==> src/rtl/sram_req_ctrl_pkg.sv <==
// Shared constants and helpers for the SRAM request front-end.
package sram_req_ctrl_pkg;

  // Response buffer depth; also the number of reads allowed in flight.
  localparam int RSP_DEPTH = 2;

  // Advance a 1-bit ring pointer over the two buffer slots.
  function automatic logic ptr_inc(input logic p);
    return ~p;
  endfunction

  // A new read may be issued only if every outstanding read is
  // guaranteed a slot: buffered words plus the one arriving this cycle.
  function automatic logic credit_ok(input logic [1:0] occ, input logic pend);
    return (3'(occ) + 3'(pend)) < 3'(RSP_DEPTH);
  endfunction

endpackage

==> src/rtl/sram_req_ctrl_rsp_skid_buf.sv <==
// Two-entry response FIFO; the parent handles the bypass path and
// only pushes words that could not be handed over directly.
module rsp_skid_buf
  import sram_req_ctrl_pkg::*;
#(
  parameter int DATA_WIDTH = 64
) (
  input  logic                  clk_i,
  input  logic                  rst_ni,
  input  logic                  i_push,
  input  logic [DATA_WIDTH-1:0] i_push_data,
  input  logic                  i_pop,
  output logic [DATA_WIDTH-1:0] o_head,
  output logic [1:0]            o_occ
);

  logic [RSP_DEPTH-1:0][DATA_WIDTH-1:0] w_entry;
  logic                                 r_wr_ptr;
  logic                                 r_rd_ptr;
  logic [1:0]                           r_occ;

  genvar gi;
  generate
    for (gi = 0; gi < RSP_DEPTH; gi++) begin : g_slot
      logic [DATA_WIDTH-1:0] r_entry;
      // Capture the pushed word into the slot the write pointer selects.
      always_ff @(posedge clk_i or negedge rst_ni) begin
        if (!rst_ni) begin
          r_entry <= '0;
        end else if (i_push && (r_wr_ptr == 1'(gi))) begin
          r_entry <= i_push_data;
        end
      end
      assign w_entry[gi] = r_entry;
    end
  endgenerate

  // Pointer and occupancy bookkeeping; push+pop together leaves occupancy unchanged.
  always_ff @(posedge clk_i or negedge rst_ni) begin
    if (!rst_ni) begin
      r_wr_ptr <= 1'b0;
      r_rd_ptr <= 1'b0;
      r_occ    <= 2'd0;
    end else begin
      if (i_push) r_wr_ptr <= ptr_inc(r_wr_ptr);
      if (i_pop)  r_rd_ptr <= ptr_inc(r_rd_ptr);
      case ({i_push, i_pop})
        2'b10:   r_occ <= r_occ + 2'd1;
        2'b01:   r_occ <= r_occ - 2'd1;
        default: r_occ <= r_occ;
      endcase
    end
  end

  assign o_head = w_entry[r_rd_ptr];
  assign o_occ  = r_occ;

endmodule

==> src/rtl/sram_req_ctrl.sv <==
// Request front-end for the single-port sram: clears every entry after
// reset, then forwards valid/ready requests and buffers read responses.
module sram_req_ctrl
  import sram_req_ctrl_pkg::*;
#(
  parameter int                    DATA_WIDTH = 64,
  parameter int                    N_ENTRIES  = 128,
  parameter logic [DATA_WIDTH-1:0] INIT_VALUE = '0,
  localparam int                   AW         = $clog2(N_ENTRIES)
) (
  input  logic                  clk_i,
  input  logic                  rst_ni,
  input  logic                  req_valid_i,
  output logic                  req_ready_o,
  input  logic                  req_we_i,
  input  logic [AW-1:0]         req_addr_i,
  input  logic [DATA_WIDTH-1:0] req_data_i,
  output logic                  rsp_valid_o,
  input  logic                  rsp_ready_i,
  output logic [DATA_WIDTH-1:0] rsp_data_o,
  output logic                  init_done_o,
  output logic                  sram_en_o,
  output logic                  sram_we_o,
  output logic [AW-1:0]         sram_addr_o,
  output logic [DATA_WIDTH-1:0] sram_data_o,
  input  logic [DATA_WIDTH-1:0] sram_data_i
);

  typedef enum logic {S_INIT = 1'b0, S_RUN = 1'b1} state_e;

  state_e                r_state, w_state_next;
  logic [AW-1:0]         r_cnt, w_cnt_next;
  logic                  r_rd_pending, w_rd_pending_next;
  logic                  w_ready, w_fire;
  logic                  w_empty, w_push, w_pop;
  logic [1:0]            w_occ;
  logic [DATA_WIDTH-1:0] w_head;

  // State, init counter and the one-cycle "read data arrives now" flag.
  always_ff @(posedge clk_i or negedge rst_ni) begin
    if (!rst_ni) begin
      r_state      <= S_INIT;
      r_cnt        <= '0;
      r_rd_pending <= 1'b0;
    end else begin
      r_state      <= w_state_next;
      r_cnt        <= w_cnt_next;
      r_rd_pending <= w_rd_pending_next;
    end
  end

  // Next-state and SRAM pin drive: clear sweep in INIT, request pass-through in RUN.
  always_comb begin
    w_state_next      = r_state;
    w_cnt_next        = r_cnt;
    w_rd_pending_next = 1'b0;
    w_ready           = 1'b0;
    w_fire            = 1'b0;
    sram_en_o         = 1'b0;
    sram_we_o         = 1'b0;
    sram_addr_o       = '0;
    sram_data_o       = '0;
    case (r_state)
      S_INIT: begin
        sram_en_o   = 1'b1;
        sram_we_o   = 1'b1;
        sram_addr_o = r_cnt;
        sram_data_o = INIT_VALUE;
        w_cnt_next  = r_cnt + 1'b1;
        if (r_cnt == AW'(N_ENTRIES - 1)) begin
          w_state_next = S_RUN;
          w_cnt_next   = '0;
        end
      end
      default: begin
        w_ready           = credit_ok(w_occ, r_rd_pending);
        w_fire            = req_valid_i & w_ready;
        sram_en_o         = w_fire;
        sram_we_o         = req_we_i;
        sram_addr_o       = req_addr_i;
        sram_data_o       = req_data_i;
        w_rd_pending_next = w_fire & ~req_we_i;
      end
    endcase
  end

  assign req_ready_o = w_ready;
  assign init_done_o = (r_state == S_RUN);

  // Response path: head of buffer if non-empty, else the word straight from sram.
  assign w_empty     = (w_occ == 2'd0);
  assign rsp_valid_o = ~w_empty | r_rd_pending;
  assign rsp_data_o  = !w_empty ? w_head : (r_rd_pending ? sram_data_i : '0);
  assign w_pop       = ~w_empty & rsp_ready_i;
  assign w_push      = r_rd_pending & ~(w_empty & rsp_ready_i);

  rsp_skid_buf #(
    .DATA_WIDTH (DATA_WIDTH)
  ) u_rsp_buf (
    .clk_i       (clk_i),
    .rst_ni      (rst_ni),
    .i_push      (w_push),
    .i_push_data (sram_data_i),
    .i_pop       (w_pop),
    .o_head      (w_head),
    .o_occ       (w_occ)
  );

endmodule

==> config.mk <==
export PLATFORM = sky130hd
export DESIGN_NAME = sram_req_ctrl
export DESIGN_NICKNAME = d
export VERILOG_FILES = /design/src/rtl/sram_req_ctrl_pkg.sv /design/src/rtl/sram_req_ctrl_rsp_skid_buf.sv /design/src/rtl/sram_req_ctrl.sv
export SDC_FILE = /design/constraint.sdc
export NUM_CORES = 1
export LEC_CHECK = 0
export CORE_UTILIZATION = 45
export DETAILED_ROUTE_END_ITERATION = 16
export GPL_ROUTABILITY_DRIVEN = 0
export GPL_TIMING_DRIVEN = 0
export MAX_ROUTING_LAYER = met4
export PLACE_DENSITY = 0.81
export SYNTH_ARGS = -nofsm -noshare
export SYNTH_HDL_FRONTEND = slang
export SYNTH_HIERARCHICAL = 1
export SYNTH_SLANG_ARGS = --single-unit
==> constraint.sdc <==
create_clock -name clk_i -period 2.5 [get_ports clk_i]
set_input_delay 0.5 -clock clk_i [delete_from_list [all_inputs] [get_ports clk_i]]
set_output_delay 0.5 -clock clk_i [all_outputs]
set_load 0.1 [all_outputs]
==> impl_metrics.yaml <==
synthesis:
  ys_seq_elements: 141
  ys_seq_area_share_pct: 46.0
  synth_edf_count: 0
  synth_area_per_cell_um2: 11.0
  async_flop_share_pct: 100
  syn_inst: 694
  synth_ff_type: "dfrtp_1"
  synth_nets: 836
  ys_warn_count: 6
  ys_types: 30
  syn_area_um2: 7670
global_routing:
  antenna_found_initial: 0
  grt_pass1_wl_um: 34300
  grt_start_max_net_pins: 83
  overflow: 0
  grt_util_all_layers_pct: 26.4
  grt_pass1_vias: 6218
finish:
  finish.utilization_pct: 67.8
  mostFrequentLayoutCells: "mux2_2, dfrtp_1, clkdlybuf4s50_1, nand2_1, buf_4"
  final_area_um2: 11200
  nets: 1135
  layout_commonest_cell: "mux2_2"
  syn_to_final_growth_pct: 46.6
  drive_gt1_share_pct: 48.3
  nFillCells: 1357
  n_antenna_cell: 0
  finalNonFillerCells: 1226
placed_design:
  dp.cells: 1194
  numPortBuffers: 279
  place_hpwl_um: 16000
  post_dp_cell_area_um2: 10900
timing:
  period_needed_ps: 2430
  fin_crit_sh_pct: 97.2
  whs_ps: 42.0
  fin_setup_tns_ps: 0
  finalHoldViolCount: 0
  slew_violations: 0
  max_freq_mhz: 412
  report.final.setup_viol: 0
  tightest_slew_ps: 989
  relSlewSlack_pct: 33.9
  rsz0062_at_grt: "false"
  finClkSkew_ps: 9.11
hold_path:
  min_path_type: "in -> async"
worst_setup_path:
  worstReg2RegStart: "r_rd_pending"
  r2r_end: "u_rsp_buf/g_slot[0].r_entry[24]"
  r2r_cells: 6
  cp.arrival_ps: 1930
  cp-start-kind: "flip-flop"
  critPathRequiredTime_ps: 2000
  cp-end-kind: "primary output"
  critPathMaxFanout: 10
  ff2ff_setup_slack_ps: 230
  path_class: "reg -> out"
routing:
  routedWlPerCell_um: 17.8
  vias: 6231
  drt-initial-drc-count: 249
  first_pass_iters: 6
  ant_nets: 0
  drc: 0
  viasPerCell: 5.08
  totalWireLength_um: 21800
clock_network:
  numCtsBuffers: 17
  cts_tree: "done"
  root_buffer: "clkbuf_16"
  clock_latency_ps: 430
  cts_hold_buf: 0
  htree_levels: 4
  cts.sinks: 141
  clkTransAtPathRegs_ps: 60
  cts_buffer_depth: 2
die:
  num_io_pins: 280
  rows: 47
  core_area_um2: 16600
  fp.dieArea_um2: 17600
  die_x_um: 133
  die_h_um: 133
  start_util_pct: 46.2
run:
  drv_cap: 0
pwr:
  cellLeakagePower_nw: 5.89
  powerDensity_nw_per_um2: 488
  vdd_drop_max_mv: 0.340
outcome:
  status: "finished, final reports clean"
==> worst max path at each step <==
stage,start,slack [ps],to
3_3_place_gp,rst_ni,-5260,init_done_o
3_5_place_dp,u_rsp_buf/r_rd_ptr,-420,rsp_data_o[14]
6_report,u_rsp_buf/r_rd_ptr,70,rsp_data_o[7]
5_1_grt,u_rsp_buf/r_rd_ptr,0.2,rsp_data_o[11]
4_1_cts,init_done_o,0.2,sram_data_o[8]
2_1_floorplan,init_done_o,150,sram_addr_o[5]
==> metal layers <==
layer	track usage [%]	part of all wire [%]	vias to the layer above
met5	-	0	-
met4	8.56	1.8	0
met3	5.90	5.7	23
met2	43.6	51	214
met1	31.9	42	3031
li1	-	-	2963
==> sequential cells by signal (all words and copies together) (netlist names) <==
name                      count
u_rsp_buf/o_occ               2
u_rsp_buf/r_rd_ptr            1
r_cnt                         7
init_done_o                   1
r_rd_pending                  1
u_rsp_buf/g_slot.r_entry    128
u_rsp_buf/r_wr_ptr            1
==> Yosys cell counts (all sizes together) (3+ instances only) <==
master | n | area (µm²)
nor2 | 7 | 33.8
xnor2 | 4 | 35.0
o21ai | 3 | 15.0
nand4b | 3 | 32.5
mux2 | 199 | 2240
and2 | 66 | 413
buf | 40 | 327
clkbuf | 10 | 38.8
nand2 | 135 | 509
or2 | 3 | 18.8
dfrtp | 141 | 3530
nand3 | 64 | 320
xor2 | 5 | 43.8
==> final cells by class <==
type	count	area [µm²]	area share [%]
multi-input combinational	501	3850	34.3
buffer	50	394	3.51
sequential	141	3530	31.4
inverter	2	7.51	0.0668
timing repair buffer	280	2490	22.2
clock inverter	13	235	2.09
clock buffer	19	453	4.03
tap	220	275	2.45
==> report_power, final <==
part | internal [mW] | switching [mW] | leakage [nW]
sequential | 2.28 | 0 | 1.95
combinational | 0.197 | 0.104 | 3.61
clock | 1.93 | 0.972 | 0.330
total | 4.41 | 1.08 | 5.89
==> per-stage QoR <==
stage               total power [mW]  setup slack [ps]
global placement                2.62             -5260
CTS                             5.55             0.153
detailed placement              2.63              -416
finish                          5.49              70.8
floorplan                       2.33               150
global route                    5.66             0.193
==> critical path, cell delays in order (launching register included) <==
cell,delay [ps]
dfrtp_1,330
buf_4,200
buf_4,230
mux2_2,360
nand2_1,70
nand2_1,50
clkbuf_4,270
==> cell families after synthesis <==
| group | synth area share (%) |
|---|---|
| AOI/OAI and AO/OA | 0.424 |
| muxes | 29.2 |
| and+or+nand+nor | 18.1 |
| DFF | 46.0 |
| adders and majority gates | 0.326 |
| buffers and inverters | 4.86 |
| xor gates and xnor gates | 1.03 |
==> repair_timing <==
| action | CTS | global route |
|---|---|---|
| pin swaps | 0 | 0 |
| setup buffers | 0 | 0 |
| setup endpoints to repair | 139 | 153 |
| resized for setup | 752 | 75 |
Power figures use the tool's default switching activity.
